### config.mk
export PLATFORM = sky130hd
export DESIGN_NAME = bitfusion_mac_pe
export DESIGN_NICKNAME = d
export VERILOG_FILES = /design/src/rtl/bitfusion_pkg.sv /design/src/rtl/bitfusion_dot_unit.sv /design/src/rtl/bitfusion_mac_pe.sv
export SDC_FILE = /design/constraint.sdc
export NUM_CORES = 1
export LEC_CHECK = 0
export BUFFER_PORTS_ARGS = -buffer_cell sky130_fd_sc_hd__buf_2
export CORE_MARGIN = 3
export CORE_UTILIZATION = 65
export DETAILED_ROUTE_END_ITERATION = 6
export PLACE_DENSITY = 0.86
export SYNTH_ARGS = -nofsm -noshare
export SYNTH_HDL_FRONTEND = slang
export SYNTH_HIERARCHICAL = 1
export SYNTH_SLANG_ARGS = --single-unit
### constraint.sdc
create_clock -name clk -period 24.9 [get_ports clk]
set_input_delay 1.245 -clock clk [delete_from_list [all_inputs] [get_ports clk]]
set_output_delay 1.245 -clock clk [all_outputs]
set_load 0.1 [all_outputs]
### src/rtl/bitfusion_pkg.sv
// ----------------------------------------------------------------------------
// bitfusion_pkg
// Shared definitions for the Bit Fusion MAC processing element:
//   BF_W2/BF_W4/BF_W8  lane width codes as they appear on cfg_*_width
//   bf_state_e         PE control states
//   bf_width_legal()   true when a width code is one of the fusable widths
// ----------------------------------------------------------------------------
package bitfusion_pkg;

    localparam logic [3:0] BF_W2 = 4'd2;
    localparam logic [3:0] BF_W4 = 4'd4;
    localparam logic [3:0] BF_W8 = 4'd8;

    typedef enum logic [1:0] {
        IDLE  = 2'd0,
        RUN   = 2'd1,
        DRAIN = 2'd2,
        HOLD  = 2'd3
    } bf_state_e;

    function automatic logic bf_width_legal(input logic [3:0] w);
        return (w == BF_W2) || (w == BF_W4) || (w == BF_W8);
    endfunction

endpackage

### src/rtl/bitfusion_dot_unit.sv
// ----------------------------------------------------------------------------
// bitfusion_dot_unit
// Combinational fused-lane dot product: splits both operand words into
// lanes of LW = max(iw, ww) bits, keeps the low iw/ww bits of each lane,
// sign- or zero-extends them, multiplies lane-wise and sums the products.
// Ports:
//   in_data_i  [IN_W]   packed input lanes, lane 0 at LSBs
//   w_data_i   [IN_W]   packed weight lanes, lane 0 at LSBs
//   iw_i, ww_i [4]      input / weight lane width code (2, 4 or 8)
//   s_in_i, s_w_i       operand signedness
//   dot_o      [ACC_W]  dot product, two's complement, truncated to ACC_W
// ----------------------------------------------------------------------------
module bitfusion_dot_unit
    import bitfusion_pkg::*;
#(
    parameter int IN_W  = 8,
    parameter int ACC_W = 32
) (
    input  logic [IN_W-1:0]         in_data_i,
    input  logic [IN_W-1:0]         w_data_i,
    input  logic [3:0]              iw_i,
    input  logic [3:0]              ww_i,
    input  logic                    s_in_i,
    input  logic                    s_w_i,
    output logic signed [ACC_W-1:0] dot_o
);

    localparam int MAX_LANES = IN_W / 2;
    // Headroom so the lane sum never overflows before the final truncation.
    localparam int SUM_W = ACC_W + 16;

    // Keep the low w bits of a lane and widen to a 10-bit signed operand,
    // wide enough for both -128 and +255.
    function automatic logic signed [9:0] ext_op(input logic [7:0] raw,
                                                 input logic [3:0] w,
                                                 input logic       s);
        case (w)
            BF_W2:   return s ? {{8{raw[1]}}, raw[1:0]} : {8'b0, raw[1:0]};
            BF_W4:   return s ? {{6{raw[3]}}, raw[3:0]} : {6'b0, raw[3:0]};
            default: return s ? {{2{raw[7]}}, raw}      : {2'b0, raw};
        endcase
    endfunction

    logic [3:0]              lw;
    logic [7:0]              a_raw;
    logic [7:0]              b_raw;
    logic signed [19:0]      prod;
    logic signed [SUM_W-1:0] sum;

    assign lw = (iw_i > ww_i) ? iw_i : ww_i;

    always_comb begin
        a_raw = '0;
        b_raw = '0;
        prod  = '0;
        sum   = '0;
        for (int k = 0; k < MAX_LANES; k++) begin
            // Only IN_W/LW lanes exist for the current fusion width.
            if (k * int'(lw) < IN_W) begin
                a_raw = 8'(in_data_i >> (k * int'(lw)));
                b_raw = 8'(w_data_i  >> (k * int'(lw)));
                prod  = ext_op(a_raw, iw_i, s_in_i) * ext_op(b_raw, ww_i, s_w_i);
                sum   = sum + SUM_W'(prod);
            end
        end
        dot_o = sum[ACC_W-1:0];
    end

endmodule

### src/rtl/bitfusion_mac_pe.sv
// ----------------------------------------------------------------------------
// bitfusion_mac_pe
// Bit Fusion processing element: configurable 2/4/8-bit fused lanes,
// streaming dot-product accumulation over cfg_len beats, result on a
// valid/ready port. Sits between operand buffers and the psum collector.
// Build option: BITFUSION_SAT_EN defined -> accumulation saturates (sticky
// for the rest of the job); undefined -> accumulation wraps mod 2^ACC_W.
// Ports:
//   clk, rst_n                 clock, asynchronous active-low reset
//   cfg_valid/cfg_ready        configuration handshake (ready only in IDLE)
//   cfg_in_width/_weight_width lane widths 2, 4 or 8
//   cfg_s_in/cfg_s_weight      operand signedness
//   cfg_len                    beats per accumulation (>= 1)
//   cfg_err                    one-cycle pulse on a rejected configuration
//   in_valid/in_ready          operand beat handshake (ready only in RUN)
//   in_data/weight_data        packed lanes, lane 0 at LSBs
//   out_valid/out_ready        result handshake, out_psum held while stalled
//   out_psum                   accumulated result
//   busy                       high whenever not IDLE
// ----------------------------------------------------------------------------
module bitfusion_mac_pe
    import bitfusion_pkg::*;
#(
    parameter int IN_W  = 8,
    parameter int ACC_W = 32,
    parameter int CNT_W = 16
) (
    input  logic             clk,
    input  logic             rst_n,
    input  logic             cfg_valid,
    output logic             cfg_ready,
    input  logic [3:0]       cfg_in_width,
    input  logic [3:0]       cfg_weight_width,
    input  logic             cfg_s_in,
    input  logic             cfg_s_weight,
    input  logic [CNT_W-1:0] cfg_len,
    output logic             cfg_err,
    input  logic             in_valid,
    output logic             in_ready,
    input  logic [IN_W-1:0]  in_data,
    input  logic [IN_W-1:0]  weight_data,
    output logic             out_valid,
    input  logic             out_ready,
    output logic [ACC_W-1:0] out_psum,
    output logic             busy
);

    bf_state_e               state_q;
    logic [3:0]              iw_q, ww_q;
    logic                    s_in_q, s_w_q;
    logic [CNT_W-1:0]        len_q, cnt_q, cnt_d;
    logic                    cfg_err_q, out_valid_q;
    logic                    vld_p0_q, vld_p1_q;
    logic [IN_W-1:0]         in_p0_q, w_p0_q;
    logic signed [ACC_W-1:0] dot_p0, dot_p1_q;
    logic signed [ACC_W-1:0] acc_q, acc_d;
    logic                    sat_q, sat_d;
    logic                    accept, cfg_ok;

    assign accept    = in_valid && (state_q == RUN);
    assign in_ready  = (state_q == RUN);
    assign cfg_ready = (state_q == IDLE);
    assign busy      = (state_q != IDLE);
    assign cfg_err   = cfg_err_q;
    assign out_valid = out_valid_q;
    assign out_psum  = acc_q;
    assign cnt_d     = cnt_q + CNT_W'(1);
    assign cfg_ok    = bf_width_legal(cfg_in_width) && bf_width_legal(cfg_weight_width)
                       && (cfg_len != '0);

`ifdef BITFUSION_SAT_EN
    // Returns {clamped, value}. Signed overflow shows as the two top bits of
    // the extended sum disagreeing; unsigned overflow as a carry out.
    function automatic logic [ACC_W:0] sat_add(input logic signed [ACC_W-1:0] a,
                                               input logic signed [ACC_W-1:0] b,
                                               input logic                    sgn);
        logic [ACC_W:0] s;
        logic [ACC_W:0] u;
        s = {a[ACC_W-1], a} + {b[ACC_W-1], b};
        u = {1'b0, a} + {1'b0, b};
        if (sgn) begin
            if (s[ACC_W] != s[ACC_W-1])
                return s[ACC_W] ? {1'b1, 1'b1, {(ACC_W-1){1'b0}}}
                                : {1'b1, 1'b0, {(ACC_W-1){1'b1}}};
            return {1'b0, s[ACC_W-1:0]};
        end
        if (u[ACC_W])
            return {1'b1, {ACC_W{1'b1}}};
        return {1'b0, u[ACC_W-1:0]};
    endfunction

    // Once clamped, the accumulator is frozen until the result is taken.
    always_comb begin
        if (sat_q) {sat_d, acc_d} = {1'b1, acc_q};
        else       {sat_d, acc_d} = sat_add(acc_q, dot_p1_q, s_in_q | s_w_q);
    end
`else
    always_comb begin
        acc_d = acc_q + dot_p1_q;
        sat_d = sat_q;
    end
`endif

    bitfusion_dot_unit #(
        .IN_W  (IN_W),
        .ACC_W (ACC_W)
    ) u_dot (
        .in_data_i (in_p0_q),
        .w_data_i  (w_p0_q),
        .iw_i      (iw_q),
        .ww_i      (ww_q),
        .s_in_i    (s_in_q),
        .s_w_i     (s_w_q),
        .dot_o     (dot_p0)
    );

    // Stage p0: operand capture on accept; stage p1: dot-product register.
    always_ff @(posedge clk) begin
        if (accept) begin
            in_p0_q <= in_data;
            w_p0_q  <= weight_data;
        end
        if (vld_p0_q) dot_p1_q <= dot_p0;
    end

    // Stage p2: accumulate; control FSM.
    always_ff @(posedge clk or negedge rst_n) begin
        if (!rst_n) begin
            state_q     <= IDLE;
            iw_q        <= BF_W8;
            ww_q        <= BF_W8;
            s_in_q      <= 1'b0;
            s_w_q       <= 1'b0;
            len_q       <= '0;
            cnt_q       <= '0;
            cfg_err_q   <= 1'b0;
            out_valid_q <= 1'b0;
            vld_p0_q    <= 1'b0;
            vld_p1_q    <= 1'b0;
            acc_q       <= '0;
            sat_q       <= 1'b0;
        end else begin
            cfg_err_q <= 1'b0;
            vld_p0_q  <= accept;
            vld_p1_q  <= vld_p0_q;
            if (vld_p1_q) begin
                acc_q <= acc_d;
                sat_q <= sat_d;
            end
            case (state_q)
                IDLE: begin
                    if (cfg_valid) begin
                        if (cfg_ok) begin
                            iw_q    <= cfg_in_width;
                            ww_q    <= cfg_weight_width;
                            s_in_q  <= cfg_s_in;
                            s_w_q   <= cfg_s_weight;
                            len_q   <= cfg_len;
                            cnt_q   <= '0;
                            state_q <= RUN;
                        end else begin
                            cfg_err_q <= 1'b1;
                        end
                    end
                end
                RUN: begin
                    if (accept) begin
                        cnt_q <= cnt_d;
                        if (cnt_d == len_q) state_q <= DRAIN;
                    end
                end
                DRAIN: begin
                    // The last beat is in p1 now and lands in acc_q on this edge.
                    if (!vld_p0_q) begin
                        state_q     <= HOLD;
                        out_valid_q <= 1'b1;
                    end
                end
                HOLD: begin
                    if (out_ready) begin
                        out_valid_q <= 1'b0;
                        acc_q       <= '0;
                        sat_q       <= 1'b0;
                        state_q     <= IDLE;
                    end
                end
                default: state_q <= IDLE;
            endcase
        end
    end

endmodule

Yosys cells after proc, flatten, opt, wreduce, memory -nomap -nowiden

Index checks and enable logic that the tools add are counted.

$add $sub $neg: 5
$mul: 5
$lt $le $gt $ge: 4
Equality and inequality tests: 20
Shift operators: 6
Multiplexer cells: 62
Reduce and logical (&&, ||, !) cells: 16

Operator list:

| kind                    | number |
|---|---|
| $mux W10                | 30 |
| $mux W32                | 6 |
| $pmux W10 S2            | 8 |
| $mul A10 B10 Y20        | 4 |
| $add A32 B20 Y32        | 2 |
| $shr A8 B32 Y8          | 2 |
| $mux W16                | 3 |
| $add A32 B32 Y32        | 1 |
| $lt A32 B5 Y1 const B   | 1 |
| $pmux W16 S2            | 1 |
| $add A20 B20 Y21        | 1 |
| $add A16 B1 Y16 const B | 1 |
| $eq A16 B16 Y1          | 1 |
| $eq A4 B2 Y1 const B    | 4 |
| $eq A4 B3 Y1 const B    | 4 |
| $reduce_bool A16 Y1     | 1 |
| $shr A8 B4 Y8           | 2 |
| $shr A8 B5 Y8           | 2 |
| $mux W2                 | 6 |
| $eq A4 B4 Y1 const B    | 2 |
| $pmux W2 S4             | 1 |
| $mul A2 B4 Y6 const A   | 1 |
| $ne A2 B1 Y1 const B    | 3 |
| $ne A2 B2 Y1 const B    | 3 |
| other kinds (15)        | 28 |

Register bits after elaboration: 128
Input bits: 47
Output and inout bits: 37

Depth between registers and ports, before layout

Gate-level depths: netlist of run 1.

Word-level depth: 13
Mapped depth: 76
Mapped depth without buffers: 76

Cells and area by module

The synthesis of run 1 kept the hierarchy.

Modules (own cells, without submodules):

| module             | times used | cells an instance | area an instance (um^2) |
|---|---|---|---|
| bitfusion_dot_unit | 1          | 2,658             | 22,215.1 |
| bitfusion_mac_pe   | 1          | 629               | 6,891.6 |

Least setup slack after synthesis of run 1

No wires, ideal clock.

Path type: reg2reg
Start point: reg iw_q[1]
End point: reg dot_p1_q[31], data pin
Library setup time: 260 ps
Arrival: 16,212 ps
Required time: 24,640 ps
Slack: 8,428 ps
Cell stages (with the launch flop): 71
Path buffers: 1
Clock period less this slack: 16,472 ps
Cells stage by stage: dfrtp_1 nor2b_1 and2_1 and3_1 a21oi_1 nand2_1 o21ai_0 nor2_1 nand2_1 fa_1 inv_1 fa_1 fa_1 fa_1 inv_1 fa_1 inv_1 ha_1 [... 35 more ...] inv_1 fa_1 inv_1 fa_1 inv_1 fa_1 inv_1 ha_1 nand2_1 nor3_1 nand3_1 o21ai_0 a41oi_1 a21oi_1 a31oi_1 or3_1 a21oi_2 xor2_1

Cells in the longest elaborated chain, start to end: 13
Elaborated cells on any way between the ends: 55
Those cells by class: add/sub (3); mul (5); order compare (4); eq/ne (2); shift (6); mux (35)

Ends and longest elaborated chain:

| what                                    | line                                                                         | text |
|---|---|---|
| from (decl)                             | bitfusion_mac_pe.sv:49                                                       | `logic [3:0] iw_q, ww_q;` |
| from (signal assigned)                  | bitfusion_mac_pe.sv:154                                                      | `iw_q <= cfg_in_width;` |
| $gt A4 B4 Y1                            | bitfusion_dot_unit.sv:50                                                     | `assign lw = (iw_i > ww_i) ? iw_i : ww_i;` |
| $mux W4                                 | bitfusion_dot_unit.sv:50                                                     |  |
| $shr A8 B4 Y8, on equally long branches | bitfusion_dot_unit.sv:60, bitfusion_dot_unit.sv:61                           |  |
| $mux W10, on equally long branches      | bitfusion_dot_unit.sv:40, bitfusion_dot_unit.sv:38, bitfusion_dot_unit.sv:39 |  |
| $pmux W10 S2                            | bitfusion_dot_unit.sv:37                                                     | `case (w)` |
| $mux W10                                | bitfusion_dot_unit.sv:59                                                     | `if (k * int'(lw) < IN_W) begin` |
| $mul A10 B10 Y20                        | bitfusion_dot_unit.sv:62                                                     | `prod = ext_op(a_raw, iw_i, s_in_i) * ext_op(b_raw, ww_i, s_w_i);` |
| $add A20 B20 Y21                        | bitfusion_dot_unit.sv:63                                                     | `sum = sum + SUM_W'(prod);` |
| $mux W32                                | bitfusion_dot_unit.sv:59                                                     |  |
| $add A32 B20 Y32                        | bitfusion_dot_unit.sv:63                                                     |  |
| $mux W32                                | bitfusion_dot_unit.sv:59                                                     |  |
| $add A32 B20 Y32                        | bitfusion_dot_unit.sv:63                                                     |  |
| $mux W32 (*)                            | bitfusion_dot_unit.sv:59                                                     |  |
| net dot_p0[31]                          | bitfusion_mac_pe.sv:55                                                       | `logic signed [ACC_W-1:0] dot_p0, dot_p1_q;` |
| to (signal assigned)                    | bitfusion_mac_pe.sv:123                                                      | `if (vld_p0_q) dot_p1_q <= dot_p0;` |
| to (decl)                               | bitfusion_mac_pe.sv:55                                                       |  |

The timed path passes the listed nets; every way through them passes the cells marked *. The select of a mux whose other input is x is not followed.
A chain may end at the register's enable or synchronous reset.

Worst setup path in the final report of run 1

Same ends and word-level chain as after synthesis.

==> impl_metrics.json, run 1 <==
{
  "use_met3_pct": 4.40,
  "diodes": 0,
  "start_util_pct": 66.7,
  "drt_iter0_markers": 2395,
  "die_area_um2": 47400,
  "cap_violations": 0,
  "dp_hpwl_um": 63000,
  "rsz0062_at_grt": "no",
  "synth_ff_type": "dfrtp_1",
  "max_freq_mhz": 54.5,
  "grt_max_degree": 81,
  "path_max_fanout": 18,
  "startpoint_type": "register",
  "critical_path_arrival_ns": 18.53,
  "synth_edf_count": 48,
  "ios": 84,
  "clkTransAtPathRegs_ns": 0.06,
  "synth_nets": 4081,
  "clockBufferDepth": 2,
  "syn_avg_cell_area_um2": 8.86,
  "busiest_layer": "met2",
  "status": "complete, no violations",
  "dp_slack_ns": 6.76,
  "grt_use_met1_pct": 43.1,
  "drive_gt1_share_pct": 7.41,
  "fp.dieH_um": 218,
  "async_reset_ff_share_pct": 62.5,
  "ys_top_cells_by_area": "fa_1 (32%), ha_1 (12%), inv_1 (8.4%), dfrtp_1 (6.7%), edfxtp_1 (5.0%)",
  "grt_first_pass_wirelength_um": 127000,
  "rows": 76,
  "postCtsHoldBufs": 0,
  "startpoint": "iw_q[1]$_DFFE_PN0P_",
  "fin_nets": 4113,
  "setup_viol": 0,
  "cts-htree-levels": 4,
  "syn_inst": 3287,
  "core_area_um2": 43600,
  "max_slew_margin_pct": 17.2,
  "overflow": 0,
  "cts_root_buf": "clkbuf_16",
  "critPathMaxStageDelay_ns": 0.64,
  "gp_congestion": 0.974,
  "rr_startpoint": "iw_q[1]$_DFFE_PN0P_",
  "clkSinkCount": 128,
  "clock_skew_ns": 0.0176,
  "crit_slowest_cell": "o21a_1",
  "synth-seq-cells": 128,
  "timing.final.crit_share_pct": 73.7,
  "timing.final.ws_setup_ns": 6.54,
  "final_hold_viol_count": 0,
  "drc": 0,
  "timing.critical_path.buf_inv": 11,
  "period_minus_slack_ns": 18.36,
  "synth.top_cell.area_share_pct": 31.6,
  "io_buffers": 83,
  "min_path_type": "register to register",
  "fin_util_pct": 70.3,
  "area_growth_pct": 5.34,
  "synth_area_um2": 29100,
  "vias_per_cell": 6.02,
  "drt-wirelength-per-cell_um": 19.3,
  "fill_cells": 3330,
  "cp.required_ns": 25.07,
  "antenna_found_initial": 0,
  "clk_latency_ns": 0.44,
  "ys_seq_area_share_pct": 11.8,
  "use_met2_pct": 57.5,
  "min-delay-start": "cnt_q[12]$_DFFE_PN0P_",
  "yosys.area.top_type": "fa_1",
  "max_slew.worst_pin.slew_ns": 1.23,
  "setup_tns_ns": 0,
  "critPathKind": "register to register",
  "synth_warnings": 6,
  "die_x_um": 218,
  "detail-route-antenna-nets": 0,
  "crit_top_cell": "fa_1",
  "detail_route.first_pass.iterations": 6,
  "synth_cell_types": 104,
  "numCtsBuffers": 17,
  "maxSlewViolCount": 0,
  "post_cts_buffers": 0,
  "tritoncts": "yes",
  "crit_family": "adder cells",
  "vias": 23600,
  "drt-total-wl_um": 75600,
  "grt_usage_pct": 33.4,
  "grt_pass1_vias": 25000,
  "post_cts_resized": 0,
  "end_kind": "register"
}
[cell usage after synthesis (44+ instances only)]
| cell type | number |
|---|---|
| mux2i_1 | 44 |
| and2_1 | 45 |
| fa_1 | 460 |
| a21o_1 | 55 |
| dfrtp_1 | 78 |
| mux2_2 | 50 |
| ha_1 | 287 |
| a21oi_1 | 136 |
| xor2_1 | 50 |
| inv_1 | 653 |
| nand2b_1 | 47 |
| nand2_1 | 337 |
| clkbuf_1 | 65 |
| xnor2_1 | 84 |
| edfxtp_1 | 48 |
| o21ai_0 | 112 |
| nor2_1 | 255 |
[final timing paths]
kind	to	slack (ns)	cells past startpoint
setup / recovery	dot_p1_q[31]$_DFFE_PP_	6.54	66
min in group asynchronous	len_q[8]$_DFFE_PN0P_	0.97	1
hold / removal	cnt_q[12]$_DFFE_PN0P_	0.53	1
max in group asynchronous	out_psum[17]$_DFF_PN0_	23.24	1
setup reg to reg	dot_p1_q[31]$_DFFE_PP_	6.54	66
hold reg to reg	cnt_q[12]$_DFFE_PN0P_	0.53	1
[metrics by stage]
| step | area, um2 | hold WS [ns] | cells |
|---|---|---|---|
| after floorplan | 29100 | 0.484 | 3287 |
| after global placement | 30000 | 0.509 | 3885 |
| after detailed placement | 30000 | 0.520 | 3885 |
| after CTS | 30700 | 0.533 | 3917 |
| after global routing | 30700 | 0.553 | 3917 |
| final | 30700 | 0.534 | 3917 |
[state kept, by name, summed over array words and instances, names as in the netlist]
| signal | flops |
|---|---|
| state_q | 2 |
| s_in_q | 1 |
| iw_q | 4 |
| out_valid | 1 |
| len_q | 16 |
| cnt_q | 16 |
| ww_q | 4 |
| s_w_q | 1 |
| dot_p1_q | 32 |
| vld_p1_q | 1 |
| w_p0_q | 8 |
| vld_p0_q | 1 |
| in_p0_q | 8 |
| out_psum | 32 |
| cfg_err | 1 |
[routing by layer]
layer	share of wire, %	wire, um
met1	40	30100
met2	49	36800
met3	7.2	5470
met4	4.2	3210
met5	0	0
[cell families (layout without fill, tap and decap cells)]
group	count (synthesis)	count (layout)	share of synthesized area [%]
XOR/XNOR	134	134	4.03
AND/OR/NAND/NOR	899	899	14.2
multiplexers	104	104	4.18
AO/OA/AOI/OAI	525	525	11.9
adder cells (fa/ha/maj)	747	747	44.0
flip-flops	128	128	11.8
buffers and inverters	750	795	9.86
[final cells by class]
cell class,instances,area (um2),share of cell area (%)
Multi-Input combinational cell,2409,22800,74.4
Sequential cell,128,3450,11.2
Inverter,660,2480,8.09
Tap cell,585,732,2.39
Timing Repair Buffer,103,568,1.85
Clock buffer,20,437,1.42
Clock inverter,12,190,0.620
[placed cells by master (no fill, tap or decap), types with 55 or more instances in the layout]
| master | count |
|---|---|
| inv_1 | 653 |
| fa_1 | 460 |
| nand2_1 | 337 |
| ha_1 | 287 |
| nor2_1 | 253 |
| a21oi_1 | 136 |
| o21ai_0 | 112 |
| xnor2_1 | 84 |
| buf_2 | 82 |
| dfrtp_1 | 78 |
| a21o_1 | 55 |
Power of run 1 is not shown: default switching activity piles up to over one toggle a cycle in this logic, so the estimate is an artifact.
==> inputs of run 2 (changes only) <==
Clock period 24.9 ns to 17.3 ns, I/O delays scaled along.
==> run 2 against run 1 <==
  * Clock-buffer cell count decreased by 1
  * Routed wire length rose by 2.5%
  * Clock skew is 0.0047 ns lower
  * Die area unchanged
  * Non-clock buffer count rose by 54
  * Cell area rose by 3.1%
  * Setup slack got worse by 6.0 ns
  * Flip-flop and latch count stayed put
  * Cell count is 1.4% higher
  * Global-route usage is essentially flat
==> impl_metrics.json, run 2 (synthesized netlist as in run 1, its figures left out) <==
{
  "timing.final.crit_share_pct": 97.0,
  "max_slew.worst_pin.slew_ns": 1.27,
  "critPathKind": "register to register",
  "rows": 76,
  "antenna_found_initial": 0,
  "drt-total-wl_um": 77400,
  "crit_family": "adder cells",
  "final_common_cell": "inv_1",
  "final_hold_viol_count": 0,
  "timing.hold.ws_ns": 0.528,
  "die_x_um": 218,
  "maxSlewViolCount": 0,
  "postCtsHoldBufs": 0,
  "min_path_cells": 1,
  "area_growth_pct": 8.61,
  "setup_tns_ns": 0,
  "timing.final.ws_setup_ns": 0.525,
  "dpl_cell_area_um2": 30300,
  "fp.dieH_um": 218,
  "dp_slack_ns": -0.439,
  "ios": 84,
  "cts_root_buf": "clkbuf_16",
  "setup_viol": 0,
  "path_max_fanout": 8,
  "stdcell_area_um2": 31600,
  "gp_congestion": 0.977,
  "critical_path_arrival_ns": 16.95,
  "cts-htree-levels": 4,
  "diodes": 0,
  "status": "complete, no violations",
  "core_area_um2": 43600,
  "max_slew_margin_pct": 15.0,
  "min_to": "cnt_q[12]$_DFFE_PN0P_",
  "grt_usage_pct": 33.4,
  "period_minus_slack_ns": 16.77,
  "cap_violations": 0,
  "overflow": 0,
  "dp_hpwl_um": 63200,
  "grt_pass1_vias": 25600,
  "layout.cells.most_common_list": "inv_1 (651), fa_1 (458), nand2_1 (332), ha_1 (269), nor2_1 (244)",
  "clkTransAtPathRegs_ns": 0.06,
  "drt-wirelength-per-cell_um": 19.5,
  "critPathMaxStageDelay_ns": 0.59,
  "crit_top_cell": "fa_1",
  "min-delay-start": "cnt_q[12]$_DFFE_PN0P_",
  "die_area_um2": 47400,
  "io_buffers": 83,
  "cp.required_ns": 17.48,
  "clock_skew_ns": 0.0129,
  "vias": 24000,
  "detail_route.first_pass.iterations": 6,
  "grt_first_pass_wirelength_um": 127000,
  "drc": 0,
  "min_path_type": "register to register",
  "vias_per_cell": 6.04,
  "clockBufferDepth": 2,
  "fin_nets": 4167,
  "tritoncts": "yes",
  "clk_latency_ns": 0.44,
  "timing.critical_path.buf_inv": 13,
  "grt_max_degree": 81,
  "drive_gt1_share_pct": 11.7,
  "max_freq_mhz": 59.6,
  "clkSinkCount": 128,
  "end_kind": "register",
  "detail-route-antenna-nets": 0,
  "startpoint_type": "register",
  "crit_slowest_cell": "fa_1",
  "drt_iter0_markers": 2391,
  "rrSetupSlack_ns": 0.53,
  "rr_startpoint": "iw_q[1]$_DFFE_PN0P_",
  "rr_endpoint": "dot_p1_q[30]$_DFFE_PP_",
  "start_util_pct": 66.7,
  "ff2ff_path_depth": 69,
  "numCtsBuffers": 17
}
==> run 2: cell count changes in the layout (fill, tap and decap cells not counted), moves of 7 or more <==
cell     before  now
nor2_2        3   10
o21ai_0     112   99
ha_1        287  269
o21ai_1      16   24
xnor2_1      84   75
a21oi_1     136  124
xnor2_2       0    9
buf_4        21   75
a21oi_2       3   14
ha_4          0   14
nor2_1      253  244
==> run 2: stage by stage <==
step / instances / util, %
floorplan: 3287 / -
global placement: 3927 / 69.5
finish: 3971 / 72.4
detailed placement: 3927 / 69.5
CTS: 3961 / 71.0
global route: 3971 / 72.4
==> run 2: worst reg2reg max path, delay by kind of cell (launching register included) <==
kind	cells	cell delay, ns
fa+ha+maj	21	9.12
compound gates	15	2.87
simple gates	15	2.36
buf+inv	13	0.75
mux	2	0.56
xor+xnor	3	0.44
flops	1	0.42
==> run 2: worst max-delay path by stage <==
stage / startpoint / end / cells after the start / slack [ns]
4_1_cts: iw_q[1]$_DFFE_PN0P_ / dot_p1_q[31]$_DFFE_PP_ / 71 / 0.007
5_1_grt: iw_q[1]$_DFFE_PN0P_ / dot_p1_q[30]$_DFFE_PP_ / 69 / -0.23
3_3_place_gp: iw_q[0]$_DFFE_PN0P_ / dot_p1_q[30]$_DFFE_PP_ / 61 / 0.28
2_1_floorplan: iw_q[1]$_DFFE_PN0P_ / dot_p1_q[31]$_DFFE_PP_ / 70 / 0.83
3_5_place_dp: iw_q[0]$_DFFE_PN0P_ / dot_p1_q[31]$_DFFE_PP_ / 68 / -0.44
6_report: iw_q[1]$_DFFE_PN0P_ / dot_p1_q[30]$_DFFE_PP_ / 69 / 0.53
==> run 2: what timing repair did <==
action / 4_1_cts / 5_1_grt
endpoints found under the setup margin: 7 / 14
resized for setup: 11 / 116
pin swaps: 1 / 38
gates cloned: 0 / 0
setup buffers: 2 / 10
==> run 2: final cells by class <==
| cell class | instances | area [um2] |
|---|---|---|
| clock buffers | 19 | 433 |
| well taps | 585 | 732 |
| repair buffers | 157 | 973 |
| flip-flops and latches | 128 | 3450 |
| fillers | 3176 | 12000 |
| clock inverters | 13 | 164 |
| multi-input cells | 2409 | 23400 |
| inverters | 660 | 2480 |
==> run 2: routing by layer <==
metal  GRT usage (%)  vias up  part of all wire (%)
met2            58.5     1047                    50
met3            5.00      266                   7.6
met4            12.6        0                   4.3
li1                -    10700                     -
met1            42.0    12000                    38
met5               0        -                     0
Power of run 2 is left out for the same reason.
